<file path="src/rtl/map_probe_sequencer.sv">
// Shares one registered walkability ROM across the eight sprite-corner probes of a
// collision check, then reports map, screen-edge and player/enemy overlap flags.
module map_probe_sequencer #(
  parameter int unsigned SPRITE_SIZE = 16,
  parameter int unsigned MAP_W_PX    = 256,
  parameter int unsigned MAP_H_PX    = 176,
  parameter int unsigned LINE_W      = 320
) (
  input  logic        clock,
  input  logic        reset,
  input  logic        start,
  input  logic [8:0]  char_x,
  input  logic [7:0]  char_y,
  input  logic [8:0]  enemy1_x,
  input  logic [7:0]  enemy1_y,
  input  logic [2:0]  direction_char,
  input  logic [2:0]  direction_enemy1,
  output logic [16:0] rom_address,
  input  logic        rom_q,
  output logic        busy,
  output logic        done,
  output logic        c_map_collision,
  output logic        e1_map_collision,
  output logic        c_e1_collision
);

  localparam logic [2:0] DIR_UP    = 3'b010;
  localparam logic [2:0] DIR_DOWN  = 3'b011;
  localparam logic [2:0] DIR_LEFT  = 3'b100;
  localparam logic [2:0] DIR_RIGHT = 3'b101;

  typedef enum logic [1:0] {IDLE, PROBE, DRAIN, DONE} state_e;

  state_e      state_q, state_d;
  logic [2:0]  k_q, k_d;
  logic [8:0]  cx_q, cx_d, ex_q, ex_d;
  logic [7:0]  cy_q, cy_d, ey_q, ey_d;
  logic [2:0]  cd_q, cd_d, ed_q, ed_d;
  logic        exc_c_q, exc_c_d, exc_e_q, exc_e_d, ovl_q, ovl_d;
  logic        c_ok_q, c_ok_d, e_ok_q, e_ok_d;
  logic [16:0] addr_q;
  logic        c_map_q, c_map_d, e_map_q, e_map_d, c_e1_q, c_e1_d;
  logic [16:0] probe_addr;

  // corner[0] selects the right column, corner[1] the bottom row
  function automatic logic [16:0] corner_addr(input logic [8:0] x, input logic [7:0] y,
                                              input logic [2:0] dir, input logic [1:0] corner);
    logic [8:0] px;
    logic [7:0] py;
    px = x;
    py = y;
    case (dir)
      DIR_UP:    py = y - 8'd1;
      DIR_DOWN:  py = y + 8'd1;
      DIR_LEFT:  px = x - 9'd1;
      DIR_RIGHT: px = x + 9'd1;
      default:   ;
    endcase
    if (corner[0]) px = px + 9'(SPRITE_SIZE);
    if (corner[1]) py = py + 8'(SPRITE_SIZE);
    return 17'(32'(py) * LINE_W + 32'(px));
  endfunction

  function automatic logic edge_exc(input logic [8:0] x, input logic [7:0] y, input logic [2:0] dir);
    logic [9:0] x_end;
    logic [8:0] y_end;
    x_end = {1'b0, x} + 10'(SPRITE_SIZE);
    y_end = {1'b0, y} + 9'(SPRITE_SIZE);
    return ((y == '0) && (dir == DIR_UP))   || ((x == '0) && (dir == DIR_LEFT)) ||
           ((x_end == 10'(MAP_W_PX)) && (dir == DIR_RIGHT)) ||
           ((y_end == 9'(MAP_H_PX)) && (dir == DIR_DOWN));
  endfunction

  function automatic logic near(input logic [8:0] a, input logic [8:0] b);
    logic [8:0] d;
    d = (a >= b) ? a - b : b - a;
    return d < 9'(SPRITE_SIZE);
  endfunction

  always_comb begin
    probe_addr = k_q[2] ? corner_addr(ex_q, ey_q, ed_q, k_q[1:0])
                        : corner_addr(cx_q, cy_q, cd_q, k_q[1:0]);
  end

  assign rom_address      = (state_q == PROBE) ? probe_addr : addr_q;
  assign busy             = (state_q == PROBE) || (state_q == DRAIN);
  assign done             = (state_q == DONE);
  assign c_map_collision  = c_map_q;
  assign e1_map_collision = e_map_q;
  assign c_e1_collision   = c_e1_q;

  always_comb begin
    state_d = state_q;
    k_d     = k_q;
    cx_d    = cx_q;
    cy_d    = cy_q;
    cd_d    = cd_q;
    ex_d    = ex_q;
    ey_d    = ey_q;
    ed_d    = ed_q;
    exc_c_d = exc_c_q;
    exc_e_d = exc_e_q;
    ovl_d   = ovl_q;
    c_ok_d  = c_ok_q;
    e_ok_d  = e_ok_q;
    c_map_d = c_map_q;
    e_map_d = e_map_q;
    c_e1_d  = c_e1_q;
    case (state_q)
      IDLE, DONE: begin
        state_d = IDLE;
        if (start) begin
          cx_d    = char_x;
          cy_d    = char_y;
          cd_d    = direction_char;
          ex_d    = enemy1_x;
          ey_d    = enemy1_y;
          ed_d    = direction_enemy1;
          exc_c_d = edge_exc(char_x, char_y, direction_char);
          exc_e_d = edge_exc(enemy1_x, enemy1_y, direction_enemy1);
          ovl_d   = near(char_x, enemy1_x) && near({1'b0, char_y}, {1'b0, enemy1_y});
          k_d     = '0;
          c_ok_d  = 1'b1;
          e_ok_d  = 1'b1;
          state_d = PROBE;
        end
      end
      PROBE: begin
        // rom_q here belongs to probe k-1 (one-cycle ROM latency)
        if (k_q != 3'd0) begin
          if (k_q <= 3'd4) c_ok_d = c_ok_q & rom_q;
          else             e_ok_d = e_ok_q & rom_q;
        end
        k_d = k_q + 3'd1;
        if (k_q == 3'd7) state_d = DRAIN;
      end
      DRAIN: begin
        e_ok_d  = e_ok_q & rom_q;
        c_map_d = !c_ok_q | exc_c_q;
        e_map_d = !(e_ok_q & rom_q) | exc_e_q;
        c_e1_d  = ovl_q;
        state_d = DONE;
      end
      default: state_d = IDLE;
    endcase
  end

  always_ff @(posedge clock or negedge reset) begin
    if (!reset) begin
      state_q <= IDLE;
      k_q     <= '0;
      cx_q    <= '0;
      cy_q    <= '0;
      cd_q    <= '0;
      ex_q    <= '0;
      ey_q    <= '0;
      ed_q    <= '0;
      exc_c_q <= 1'b0;
      exc_e_q <= 1'b0;
      ovl_q   <= 1'b0;
      c_ok_q  <= 1'b1;
      e_ok_q  <= 1'b1;
      addr_q  <= '0;
      c_map_q <= 1'b0;
      e_map_q <= 1'b0;
      c_e1_q  <= 1'b0;
    end else begin
      state_q <= state_d;
      k_q     <= k_d;
      cx_q    <= cx_d;
      cy_q    <= cy_d;
      cd_q    <= cd_d;
      ex_q    <= ex_d;
      ey_q    <= ey_d;
      ed_q    <= ed_d;
      exc_c_q <= exc_c_d;
      exc_e_q <= exc_e_d;
      ovl_q   <= ovl_d;
      c_ok_q  <= c_ok_d;
      e_ok_q  <= e_ok_d;
      addr_q  <= rom_address;
      c_map_q <= c_map_d;
      e_map_q <= e_map_d;
      c_e1_q  <= c_e1_d;
    end
  end

endmodule

</file>
<file path="config.mk">
export PLATFORM = sky130hd
export DESIGN_NAME = map_probe_sequencer
export DESIGN_NICKNAME = d
export VERILOG_FILES = /design/src/rtl/map_probe_sequencer.sv
export SDC_FILE = /design/constraint.sdc
export NUM_CORES = 1
export LEC_CHECK = 0
export ABC_CLOCK_PERIOD_IN_PS = 10000
export CAP_MARGIN = 30
export CORE_MARGIN = 4
export CORE_UTILIZATION = 30
export DETAILED_ROUTE_END_ITERATION = 12
export PLACE_DENSITY_LB_ADDON = 0.1
export SLEW_MARGIN = 10
export SYNTH_ARGS = -nofsm -noshare
export SYNTH_HDL_FRONTEND = slang
export SYNTH_SLANG_ARGS = --single-unit
</file>
<file path="constraint.sdc">
create_clock -name clock -period 10 [get_ports clock]
set_input_delay 1.5 -clock clock [delete_from_list [all_inputs] [get_ports clock]]
set_output_delay 1.5 -clock clock [all_outputs]
set_load 0.1 [all_outputs]
</file>
==> reports/results.txt <==
Status = finished, final reports clean
Period utilisation layout = 0.842
ANT cells = 0
Clock H-tree levels = 3
First-pass GRT wire length = 34300 um
FFs w/ async S/R, synth = 1.00
Prevailing post-synth register cell = dfrtp_1
Routed WL = 21400 um
Die Y = 166 um
Gr usage total = 0.154
Layout Nets = 1090
Clk sink count = 70
Hold Path Depth = 2
Worst r2r path cells = 20
Ys Warns = 0
Initial DRC Count = 346
Drt first pass iters = 5
Clk Latency, worst-skew pair = 0.35 ns
Critical Path End Type = primary output
Final HPWL DP = 17600 um
CORE AREA = 24500 um2
WP data required = 8.50 ns
Worst-case clock buffer depth = 2
Chip Width = 166 um
Via count = 6349
ANT nets after route = 0
Initial core utilization = 0.306
Ranking of synthesized cells by area = dfrtp_1 23%, ha_1 17%, xnor2_1 5.1%, o21ai_0 5.1%, nand2_1 4.7%
Cell chain of the critical path = nor2b_1, nand2_1, ha_1, o21ai_1, a31oi_1, mux2i_1, nand2_1, ha_1, mux2_2, ha_1, ha_1, a211oi_1, nor2_1, xnor2_1, or3b_2, nor3_1, xnor2_1, xnor2_1, mux2i_1, mux2_4, clkdlybuf4s50_1
Most common cell on crit path = ha_1
# resized after CTS = 0
Minimum clock period after layout = 8.42 ns
GRT Residual Overflow = 0
Post-CTS Hold Fix Bufs = 0
Die ar. = 27500 um2
Share of the synthesized area in the top cell type = 0.227
Mapped cell area = 7490 um2
# IOs = 66
Final hold viol count = 0
Worst-margin pin slew = 1.01 ns
Max Clock Freq = 0.119 GHz
Slew Viols, Final = 0
Synth cell count leaders = 99 x ha_1, 93 x nand2_1, 76 x o21ai_0
Number of synthesized register bits = 70
Initial antenna violation count = 1
Critical Path Slowest Stage Cell = clkdlybuf4s50_1
Startpoint types = flip-flop
Arr. time, crit path = 6.92 ns
Sequential fraction of the synthesis area = 0.234
Crit-path max FO = 10
Relative slew slack = 0.326
Setup bufs post-CTS = 0
Post-synth EDFFs = 0
Clock transition at path regs = 0.06 ns
CTS tree = yes
CTS root buf = clkbuf_16
Vias per cell = 5.01
Number of buffers created by CTS = 9
Max cap viols = 0
Area grow syn2layout = 16.9%
Post-Syn Nets = 1038
Row count = 57
Final setup fails = 0
Type of the worst setup path = reg -> out
Layout cells sized above 1 = 0.0678
Top-count cell post-synth = ha_1
Post-Syn Instances = 887
DRC = 0
Syn_area_per_cell = 8.44 um2
Vias in the first global route = 6211
Port bufs = 65
Library cells used by synthesis = 83
Skew final = 0.00546 ns
Crit-path max cell delay = 1.12 ns
Largest net degree at the start of global routing = 75
RePlAce Congestion = 0.860
RSZ-0062 raised after global routing = no
Wire per inst = 16.9 um
Worst Hold Class = reg -> reg
Dominant cell type by area after synthesis = dfrtp_1
Setup TNS = 0 ns
## critical path: cells and delay by family, from the launching register on
family	cells	cell delay, ns
simple gates	6	1.55
fa+ha+maj	4	1.28
buf+inv	1	1.12
mux	4	0.90
compound gates	3	0.77
flops	1	0.51
xor+xnor	3	0.42
## placed cells by master (no fill, tap or decap), types with 16 or more instances in the layout
| master | n |
|---|---|
| nor3_1 | 26 |
| xnor2_1 | 44 |
| mux2i_1 | 16 |
| dfrtp_1 | 68 |
| nand2_1 | 92 |
| nand3_1 | 22 |
| ha_1 | 99 |
| xor2_1 | 25 |
| clkdlybuf4s50_1 | 64 |
| a21oi_1 | 39 |
| inv_1 | 72 |
| a21o_1 | 16 |
| mux2_2 | 18 |
| o21ai_0 | 76 |
| nor2_1 | 60 |
## cells by family after synthesis
group / synth area share
xor gates and xnor gates: 0.0887
adders and majority gates: 0.187
muxes: 0.0535
and+or+nand+nor: 0.191
buffers and inverters: 0.0526
AOI/OAI and AO/OA: 0.193
DFF: 0.234
## layer usage
| layer | up-vias | global-route usage | routed length, um |
|---|---|---|---|
| met3 | 16 | 0.0233 | 628 |
| met4 | 2 | 0.0326 | 212 |
| li1 | 3263 | - | - |
| met1 | 2977 | 0.215 | 10500 |
| met5 | - | 0 | 13 |
| met2 | 91 | 0.255 | 10000 |
## final cells by class
class	count	area, um2
Fill cell	2567	15700
Sequential cell	70	1750
Clock inverter	7	73.8
Multi-Input combinational cell	716	5340
Inverter	73	274
Timing Repair Buffer	69	678
Tap cell	324	405
Clock buffer	9	225
## final timing paths
| check | end | startpoint | slack, ns |
|---|---|---|---|
| max | rom_address[15] | ed_q[1] | 1.58 |
| min | e_ok_q | e_ok_q | 0.49 |
| max in group asynchronous | cx_q[0] | reset | 7.98 |
| max reg2reg | addr_q[15] | ed_q[1] | 4.33 |
| min reg2reg | e_ok_q | e_ok_q | 0.49 |
| min in group asynchronous | k_q[1] | reset | 1.04 |
## state kept, by name, summed over array words and instances, names as in the netlist
register and cells:
c_map_collision 1, ex_q 9, ey_q 8, ovl_q 1, state_q 2, exc_e_q 1, cy_q 8, e_ok_q 1
c_e1_collision 1, cx_q 9, ed_q 3, k_q 3, exc_c_q 1, cd_q 3, e1_map_collision 1, c_ok_q 1
addr_q 17
## stage by stage
stage	hold WS (ns)	cells	setup slack [ns]	instance area, um2	util
finish	0.492	1268	1.58	8750	0.358
detailed placement	0.472	1252	1.97	8450	0.346
CTS	0.488	1268	1.56	8750	0.358
global placement	0.477	1252	2.01	8450	0.346
global route	0.505	1268	1.14	8750	0.358
floorplan	0.443	887	2.99	7490	-
Power is left out: the tool's default activity adds up to more than one toggle a clock period on the data nets, which glitch-free logic cannot reach.
